--- config.mk ---
export PLATFORM = sky130hd
export DESIGN_NAME = bus_arbiter16_flat
export DESIGN_NICKNAME = d
export VERILOG_FILES = /design/src/rtl/bus_arbiter16_pkg.sv /design/src/rtl/bus_arbiter16_if.sv /design/src/rtl/bus_arbiter16_mux16.sv /design/src/rtl/bus_arbiter16.sv /design/src/flat_wrapper.sv
export SDC_FILE = /design/constraint.sdc
export NUM_CORES = 1
export LEC_CHECK = 0
export ABC_AREA = 1
export CAP_MARGIN = 20
export CORE_AREA = 2 2 88 111
export CTS_CLUSTER_SIZE = 20
export DETAILED_ROUTE_END_ITERATION = 8
export DIE_AREA = 0 0 90 113
export GPL_ROUTABILITY_DRIVEN = 0
export GPL_TIMING_DRIVEN = 0
export HOLD_SLACK_MARGIN = 0.12
export PLACE_DENSITY = 0.75
export SYNTH_ARGS = -nofsm -noshare
export SYNTH_HDL_FRONTEND = slang
export SYNTH_SLANG_ARGS = --single-unit
--- constraint.sdc ---
create_clock -name clk -period 3.8 [get_ports clk]
set_input_delay 1.14 -clock clk [delete_from_list [all_inputs] [get_ports clk]]
set_output_delay 1.14 -clock clk [all_outputs]
set_load 0.05 [all_outputs]
--- src/rtl/bus_arbiter16_pkg.sv ---
// Shared definitions for the two-port 16-bit memory arbiter: state codes,
// owner encodings and the bus word type.
package bus_arbiter16_pkg;

  localparam int unsigned BusWidth = 16;

  typedef logic [BusWidth-1:0] word_t;

  localparam logic [1:0] StIdle = 2'd0;
  localparam logic [1:0] StBusy = 2'd1;
  localparam logic [1:0] StResp = 2'd2;

  localparam logic OwnerA = 1'b0;
  localparam logic OwnerB = 1'b1;

endpackage

--- src/rtl/bus_arbiter16_if.sv ---
// Requester A/B handshakes plus the shared memory port, bundled for the arbiter.
interface bus_arbiter16_if;
  import bus_arbiter16_pkg::*;

  logic  req_a;
  logic  we_a;
  word_t addr_a;
  word_t wdata_a;
  logic  ack_a;
  word_t rdata_a;

  logic  req_b;
  logic  we_b;
  word_t addr_b;
  word_t wdata_b;
  logic  ack_b;
  word_t rdata_b;

  word_t mem_addr;
  word_t mem_wdata;
  logic  mem_we;
  word_t mem_rdata;

  logic  owner;
  logic  busy;

  modport slave (
    input  req_a, we_a, addr_a, wdata_a,
    input  req_b, we_b, addr_b, wdata_b,
    input  mem_rdata,
    output ack_a, rdata_a, ack_b, rdata_b,
    output mem_addr, mem_wdata, mem_we,
    output owner, busy
  );

  modport master (
    output req_a, we_a, addr_a, wdata_a,
    output req_b, we_b, addr_b, wdata_b,
    output mem_rdata,
    input  ack_a, rdata_a, ack_b, rdata_b,
    input  mem_addr, mem_wdata, mem_we,
    input  owner, busy
  );

endinterface

--- src/rtl/bus_arbiter16_mux16.sv ---
// 2:1 word multiplexer used to pick the next grant's address and write data.
module Mux16
  import bus_arbiter16_pkg::*;
(
  input  logic  sel,
  input  word_t d0,
  input  word_t d1,
  output word_t y
);

  assign y = sel ? d1 : d0;

endmodule

--- src/rtl/bus_arbiter16.sv ---
// Round-robin arbiter sharing one registered 16-bit memory port between
// requesters A and B; one word per grant, fixed LAT-cycle access.
module bus_arbiter16
  import bus_arbiter16_pkg::*;
#(
  parameter int unsigned LAT = 1
) (
  input logic            clk,
  input logic            reset,
  bus_arbiter16_if.slave bus
);

  localparam logic [3:0] LatCnt = 4'(LAT);

  logic [1:0] state_q, state_d;
  logic [3:0] cnt_q, cnt_d;
  logic       last_q, last_d;
  logic       owner_q, owner_d;
  logic       mem_we_q, mem_we_d;
  logic       ack_a_q, ack_a_d;
  logic       ack_b_q, ack_b_d;
  word_t      mem_addr_q, mem_addr_d;
  word_t      mem_wdata_q, mem_wdata_d;
  word_t      rdata_a_q, rdata_a_d;
  word_t      rdata_b_q, rdata_b_d;

  logic  grant_any;
  logic  grant_sel;
  word_t next_addr;
  word_t next_wdata;

  assign grant_any = bus.req_a | bus.req_b;
  // B wins when alone, or on contention when A held the port last
  assign grant_sel = bus.req_b & (~bus.req_a | (last_q == OwnerA));

  Mux16 u_addr_mux (
    .sel (grant_sel),
    .d0  (bus.addr_a),
    .d1  (bus.addr_b),
    .y   (next_addr)
  );

  Mux16 u_wdata_mux (
    .sel (grant_sel),
    .d0  (bus.wdata_a),
    .d1  (bus.wdata_b),
    .y   (next_wdata)
  );

  always_comb begin
    state_d     = state_q;
    cnt_d       = cnt_q;
    last_d      = last_q;
    owner_d     = owner_q;
    mem_we_d    = mem_we_q;
    mem_addr_d  = mem_addr_q;
    mem_wdata_d = mem_wdata_q;
    rdata_a_d   = rdata_a_q;
    rdata_b_d   = rdata_b_q;
    ack_a_d     = 1'b0;
    ack_b_d     = 1'b0;

    unique case (state_q)
      StIdle: begin
        if (grant_any) begin
          mem_addr_d  = next_addr;
          mem_wdata_d = next_wdata;
          mem_we_d    = grant_sel ? bus.we_b : bus.we_a;
          owner_d     = grant_sel;
          cnt_d       = LatCnt;
          state_d     = StBusy;
        end
      end
      StBusy: begin
        // Write strobe is only asserted in the first busy cycle
        mem_we_d = 1'b0;
        cnt_d    = cnt_q - 4'd1;
        if (cnt_q <= 4'd1) begin
          if (owner_q == OwnerB) begin
            rdata_b_d = bus.mem_rdata;
            ack_b_d   = 1'b1;
          end else begin
            rdata_a_d = bus.mem_rdata;
            ack_a_d   = 1'b1;
          end
          last_d  = owner_q;
          state_d = StResp;
        end
      end
      StResp: begin
        mem_we_d = 1'b0;
        state_d  = StIdle;
      end
      default: begin
        mem_we_d = 1'b0;
        state_d  = StIdle;
      end
    endcase
  end

  always_ff @(posedge clk or posedge reset) begin
    if (reset) begin
      state_q     <= StIdle;
      cnt_q       <= 4'd0;
      last_q      <= OwnerB;
      owner_q     <= OwnerA;
      mem_we_q    <= 1'b0;
      mem_addr_q  <= '0;
      mem_wdata_q <= '0;
      rdata_a_q   <= '0;
      rdata_b_q   <= '0;
      ack_a_q     <= 1'b0;
      ack_b_q     <= 1'b0;
    end else begin
      state_q     <= state_d;
      cnt_q       <= cnt_d;
      last_q      <= last_d;
      owner_q     <= owner_d;
      mem_we_q    <= mem_we_d;
      mem_addr_q  <= mem_addr_d;
      mem_wdata_q <= mem_wdata_d;
      rdata_a_q   <= rdata_a_d;
      rdata_b_q   <= rdata_b_d;
      ack_a_q     <= ack_a_d;
      ack_b_q     <= ack_b_d;
    end
  end

  assign bus.ack_a     = ack_a_q;
  assign bus.ack_b     = ack_b_q;
  assign bus.rdata_a   = rdata_a_q;
  assign bus.rdata_b   = rdata_b_q;
  assign bus.mem_addr  = mem_addr_q;
  assign bus.mem_wdata = mem_wdata_q;
  assign bus.mem_we    = mem_we_q;
  assign bus.owner     = owner_q;
  assign bus.busy      = (state_q != StIdle);

endmodule

--- src/flat_wrapper.sv ---
// flat-port wrapper written by rule: the top's interface ports become plain ports
module bus_arbiter16_flat import bus_arbiter16_pkg::*;
#(
  parameter int unsigned LAT = 1
)
  (clk, reset, bus_req_a, bus_we_a, bus_addr_a, bus_wdata_a, bus_req_b, bus_we_b, bus_addr_b, bus_wdata_b, bus_mem_rdata, bus_ack_a, bus_rdata_a, bus_ack_b, bus_rdata_b, bus_mem_addr, bus_mem_wdata, bus_mem_we, bus_owner, bus_busy);
  bus_arbiter16_if bus_i ();
  input logic clk;
  input logic reset;
  input wire logic [$bits(bus_i.req_a)-1:0] bus_req_a;
  input wire logic [$bits(bus_i.we_a)-1:0] bus_we_a;
  input wire logic [$bits(bus_i.addr_a)-1:0] bus_addr_a;
  input wire logic [$bits(bus_i.wdata_a)-1:0] bus_wdata_a;
  input wire logic [$bits(bus_i.req_b)-1:0] bus_req_b;
  input wire logic [$bits(bus_i.we_b)-1:0] bus_we_b;
  input wire logic [$bits(bus_i.addr_b)-1:0] bus_addr_b;
  input wire logic [$bits(bus_i.wdata_b)-1:0] bus_wdata_b;
  input wire logic [$bits(bus_i.mem_rdata)-1:0] bus_mem_rdata;
  output wire logic [$bits(bus_i.ack_a)-1:0] bus_ack_a;
  output wire logic [$bits(bus_i.rdata_a)-1:0] bus_rdata_a;
  output wire logic [$bits(bus_i.ack_b)-1:0] bus_ack_b;
  output wire logic [$bits(bus_i.rdata_b)-1:0] bus_rdata_b;
  output wire logic [$bits(bus_i.mem_addr)-1:0] bus_mem_addr;
  output wire logic [$bits(bus_i.mem_wdata)-1:0] bus_mem_wdata;
  output wire logic [$bits(bus_i.mem_we)-1:0] bus_mem_we;
  output wire logic [$bits(bus_i.owner)-1:0] bus_owner;
  output wire logic [$bits(bus_i.busy)-1:0] bus_busy;
  assign bus_i.req_a = bus_req_a;
  assign bus_i.we_a = bus_we_a;
  assign bus_i.addr_a = bus_addr_a;
  assign bus_i.wdata_a = bus_wdata_a;
  assign bus_i.req_b = bus_req_b;
  assign bus_i.we_b = bus_we_b;
  assign bus_i.addr_b = bus_addr_b;
  assign bus_i.wdata_b = bus_wdata_b;
  assign bus_i.mem_rdata = bus_mem_rdata;
  assign bus_ack_a = bus_i.ack_a;
  assign bus_rdata_a = bus_i.rdata_a;
  assign bus_ack_b = bus_i.ack_b;
  assign bus_rdata_b = bus_i.rdata_b;
  assign bus_mem_addr = bus_i.mem_addr;
  assign bus_mem_wdata = bus_i.mem_wdata;
  assign bus_mem_we = bus_i.mem_we;
  assign bus_owner = bus_i.owner;
  assign bus_busy = bus_i.busy;
  bus_arbiter16 #(.LAT(LAT)) u_core (.clk(clk), .reset(reset), .bus(bus_i));
endmodule
==> implementation parameters, run 1 <==
Parameter                              Value

Clocking
  Register clock-pin slew on the reported worst setup and hold paths    0.06 ns
  Sink Count    75
  Number of H-tree branching levels    3
  Post-CTS setup buffer count    0
  Maximum buffer depth of the clock tree    2
  TritonCTS clock tree    done
  Clock latency at the later pin of the worst-skew pair    0.33 ns
  Post-CTS Hold Buffers    0
  Num CTS Buffers    9
  Clock tree root driver cell    sky130_fd_sc_hd__clkbuf_16
  Number of gates given a new drive strength after cts    0

Drt
  Routed len/inst    13.51 um
  Drt pass-1 iters    5
  Drt initial violations    187
  Number of routed nets with antenna violations    0
  Total detailed-routing wirelength    10060 um
  Vias per inst    4.825
  Drc violations    0
  Routed vias    3590

Critical path
  Nature of the critical path endpoint    output pin
  Required time at the worst-slack endpoint    2.66 ns
  Cells along the critical path    inv_1, nand2_1, clkdlybuf4s50_1
  Setup Crit Path Kind    reg2out
  Maximum cell stage delay along the critical path    0.85 ns
  CP Data Arrival Time    1.80 ns
  Element type at the critical path start    flop
  CP Max Fanout    3
  Slowest-stage cell, CP    sky130_fd_sc_hd__clkdlybuf4s50_1

Timing
  Final Hold Fails    0
  Max-slew violation count    0
  Slew at the pin closest to its max-slew limit    0.5338 ns
  Slew HR    0.6430
  Setup repair after global routing missed its margin    false
  Achievable frequency    339.9 MHz
  Final worst path period share    0.7741
  Worst-case clock skew    0.005311 ns
  Setup violation total in the final timing report    0
  Shortest period the worst path allows    2.942 ns
  Min setup slack post-route    0.8583 ns
  Aggregate negative setup slack    0 ns

Floorplan
  Area of the die    10170 um2
  I/O Pins    155
  Std-Cell Rows    39
  Starting utilization of the core area    0.3919
  Placeable core region    9076 um2
  Overall die width    90 um
  Y dimension of the die    113 um

Placement
  Post-Place Setup Slack    1.201 ns
  Number of buffers added on ports    154
  Half-perimeter wire length of the detailed placement result    7804 um
  Dpl cell area    5283 um2

Global routing
  GR Util All Layers    0.2034
  Via count of the first global-routing pass    3535
  Pin count of the biggest net entering global routing    45
  Overflow after GRT    0
  First-pass GRT wire length    16790 um
  Number of antenna violations at the first check in global routing    0

Cells and area
  Growth of design area from synthesis to finish    57.76%
  Fill cells    794
  Commonest non-fill, non-tap cell in the layout    sky130_fd_sc_hd__nand2_1
  Highest-count cells in the layout ignoring fill and taps    sky130_fd_sc_hd__nand2_1 (180), sky130_fd_sc_hd__clkdlybuf4s50_1 (154), sky130_fd_sc_hd__dfrtp_1 (74)
  Final antenna diode count    0
  Final Net Count    704
  Fraction of the core area covered by cells at the end of the flow    0.6183
  Fraction of final layout cells with drive strength greater than 1    0.07568
  Post-route cell area    5612 um2

Logic synthesis
  Post-Syn Area per Cell    7.905 um2
  Sequential element share of the synthesized area    0.5280
  Nets in the synthesized netlist    538
  Cell area after technology mapping    3557 um2
  Post-synth cell types    19
  Instance count of the mapped netlist    450
  Register bit count reported by yosys    75
  Warnings, synthesis    0

Power
  Reg power frac    0.248
  Clock power frac    0.159
  Leakage    2.754 nW
  Switching component of the power    2.885 mW
  Part of the total power dissipated in combinational logic    0.593
  Internal power    2.932 mW
  Power density over the cells    1037 nW/um2
  Net switching share of the total power    0.4960
  Worst-case vdd ir drop    0.0005155 V

Outcome
  Outcome    completed

Hold path
  Tightest Hold Check Type    reg2reg

Job
  Max-capacitance violation count    0
==> sequential cells by signal, indices dropped and copies added (netlist names) <==
| signal | cells |
|---|---|
| u_core.bus.mem_addr | 16 |
| u_core.bus.mem_wdata | 16 |
| u_core.bus.rdata_a | 16 |
| u_core.bus.rdata_b | 16 |
| u_core.cnt_q | 4 |
| u_core.state_q | 2 |
| u_core.bus.ack_a | 1 |
| u_core.bus.ack_b | 1 |
| u_core.bus.mem_we | 1 |
| u_core.bus.owner | 1 |
| u_core.last_q | 1 |
==> Yosys cell counts <==
master | number | area, um2
sky130_fd_sc_hd__dfrtp_1 | 74 | 1852
sky130_fd_sc_hd__nand4_2 | 1 | 12.51
sky130_fd_sc_hd__nand4_1 | 32 | 200.2
sky130_fd_sc_hd__buf_4 | 6 | 45.04
sky130_fd_sc_hd__dfstp_2 | 1 | 26.28
sky130_fd_sc_hd__nand2_1 | 180 | 675.7
sky130_fd_sc_hd__inv_2 | 2 | 7.510
sky130_fd_sc_hd__buf_2 | 12 | 60.06
sky130_fd_sc_hd__nand4_4 | 1 | 21.27
sky130_fd_sc_hd__o21ai_0 | 6 | 30.03
sky130_fd_sc_hd__o21ai_1 | 31 | 155.2
sky130_fd_sc_hd__nand3_1 | 6 | 30.03
sky130_fd_sc_hd__nor2_4 | 4 | 45.04
sky130_fd_sc_hd__clkbuf_1 | 5 | 18.77
sky130_fd_sc_hd__ha_1 | 2 | 25.02
sky130_fd_sc_hd__inv_1 | 46 | 172.7
sky130_fd_sc_hd__buf_6 | 3 | 33.78
sky130_fd_sc_hd__nor2_1 | 37 | 138.9
sky130_fd_sc_hd__o211ai_1 | 1 | 7.510
==> final cells by class <==
type	instances	area, um2	area share
Timing Repair Buffer	155	1569	0.2796
Inverter	48	182.7	0.03255
Multi-Input combinational cell	301	1341	0.2390
Clock buffer	12	256.5	0.04571
Clock inverter	4	72.57	0.01293
Tap cell	123	153.9	0.02742
Buffer	26	157.7	0.02809
Sequential cell	75	1878	0.3347
==> power by group through the flow <==
stage          Clock [mW]  Combinational (mW)  Sequential, mW
6_report            0.926                3.45            1.44
5_1_grt             0.974                3.69            1.49
4_1_cts             0.945                3.47            1.44
3_5_place_dp            0                3.46            1.45
3_3_place_gp            0                3.40            1.43
2_1_floorplan           0                1.08            2.66
==> metal layers <==
layer  wire (um)  part of all wire  global-route usage
met1        4000              0.40              0.2253
met2        4896              0.49              0.3579
met3         976             0.097             0.08256
met4         182             0.018             0.06462
met5           0                 0                   0
==> worst max-delay path, delay by kind of cell, from the launching register on <==
family                 cells  cell delay (ns)
buffers and inverters      2             0.92
flip-flops                 1             0.40
AND/OR/NAND/NOR            1             0.15
==> final timing paths <==
path	startpoint	end	slack [ns]	cells after the start
worst max-delay path	u_core.state_q[1]$_DFFE_PP0P_	bus_busy	0.86	3
worst min-delay path	u_core.bus.rdata_a[4]$_DFFE_PP0P_	u_core.bus.rdata_a[4]$_DFFE_PP0P_	0.47	2
worst max register to register	u_core.cnt_q[0]$_DFFE_PP0P_	u_core.bus.rdata_b[4]$_DFFE_PP0P_	2.11	8
worst min register to register	u_core.bus.rdata_a[4]$_DFFE_PP0P_	u_core.bus.rdata_a[4]$_DFFE_PP0P_	0.47	2
max in group asynchronous	reset	u_core.last_q$_DFFE_PP1P_	2.04	3
min in group asynchronous	reset	u_core.bus.rdata_a[11]$_DFFE_PP0P_	1.17	2
==> cells by family after synthesis <==
logic type	after synthesis	synth area share
AND/OR/NAND/NOR	261	0.3159
flip-flops	75	0.5280
AO/OA/AOI/OAI	38	0.05417
adder cells (fa/ha/maj)	2	0.007034
buffers and inverters	74	0.09497
==> per-stage QoR <==
step	std cells	hold slack (ns)	power, mW
CTS	744	0.4720	5.857
finish	744	0.4680	5.817
global placement	727	0.4547	4.828
detailed placement	728	0.4579	4.901
global route	744	0.4855	6.147
floorplan	450	0.4422	3.735
Power figures use the tool's default switching activity.
==> inputs of run 2 (changes only) <==
- clock period: 3.8 -> 3 ns (I/O delays scaled with it)
==> results of run 2 <==
Same layout as run 1 (identical final DEF). Status: completed.
Among the figures that moved: setup slack after placement 1.201 ns -> 0.6407 ns; setup slack after layout 0.8583 ns -> 0.2983 ns; register-to-register setup slack 2.11 ns -> 1.31 ns; total power 5.817 mW -> 7.369 mW; worst IR drop on VDD 0.0005155 V -> 0.0006529 V
==> inputs of run 3 (changes only) <==
- SLEW_MARGIN: default -> 20
==> results of run 3 <==
Same layout as run 1 (identical final DEF). Status: completed.
Among the figures that moved: setup slack after placement 1.201 ns -> 0.6407 ns; setup slack after layout 0.8583 ns -> 0.2983 ns; register-to-register setup slack 2.11 ns -> 1.31 ns; total power 5.817 mW -> 7.369 mW; worst IR drop on VDD 0.0005155 V -> 0.0006529 V
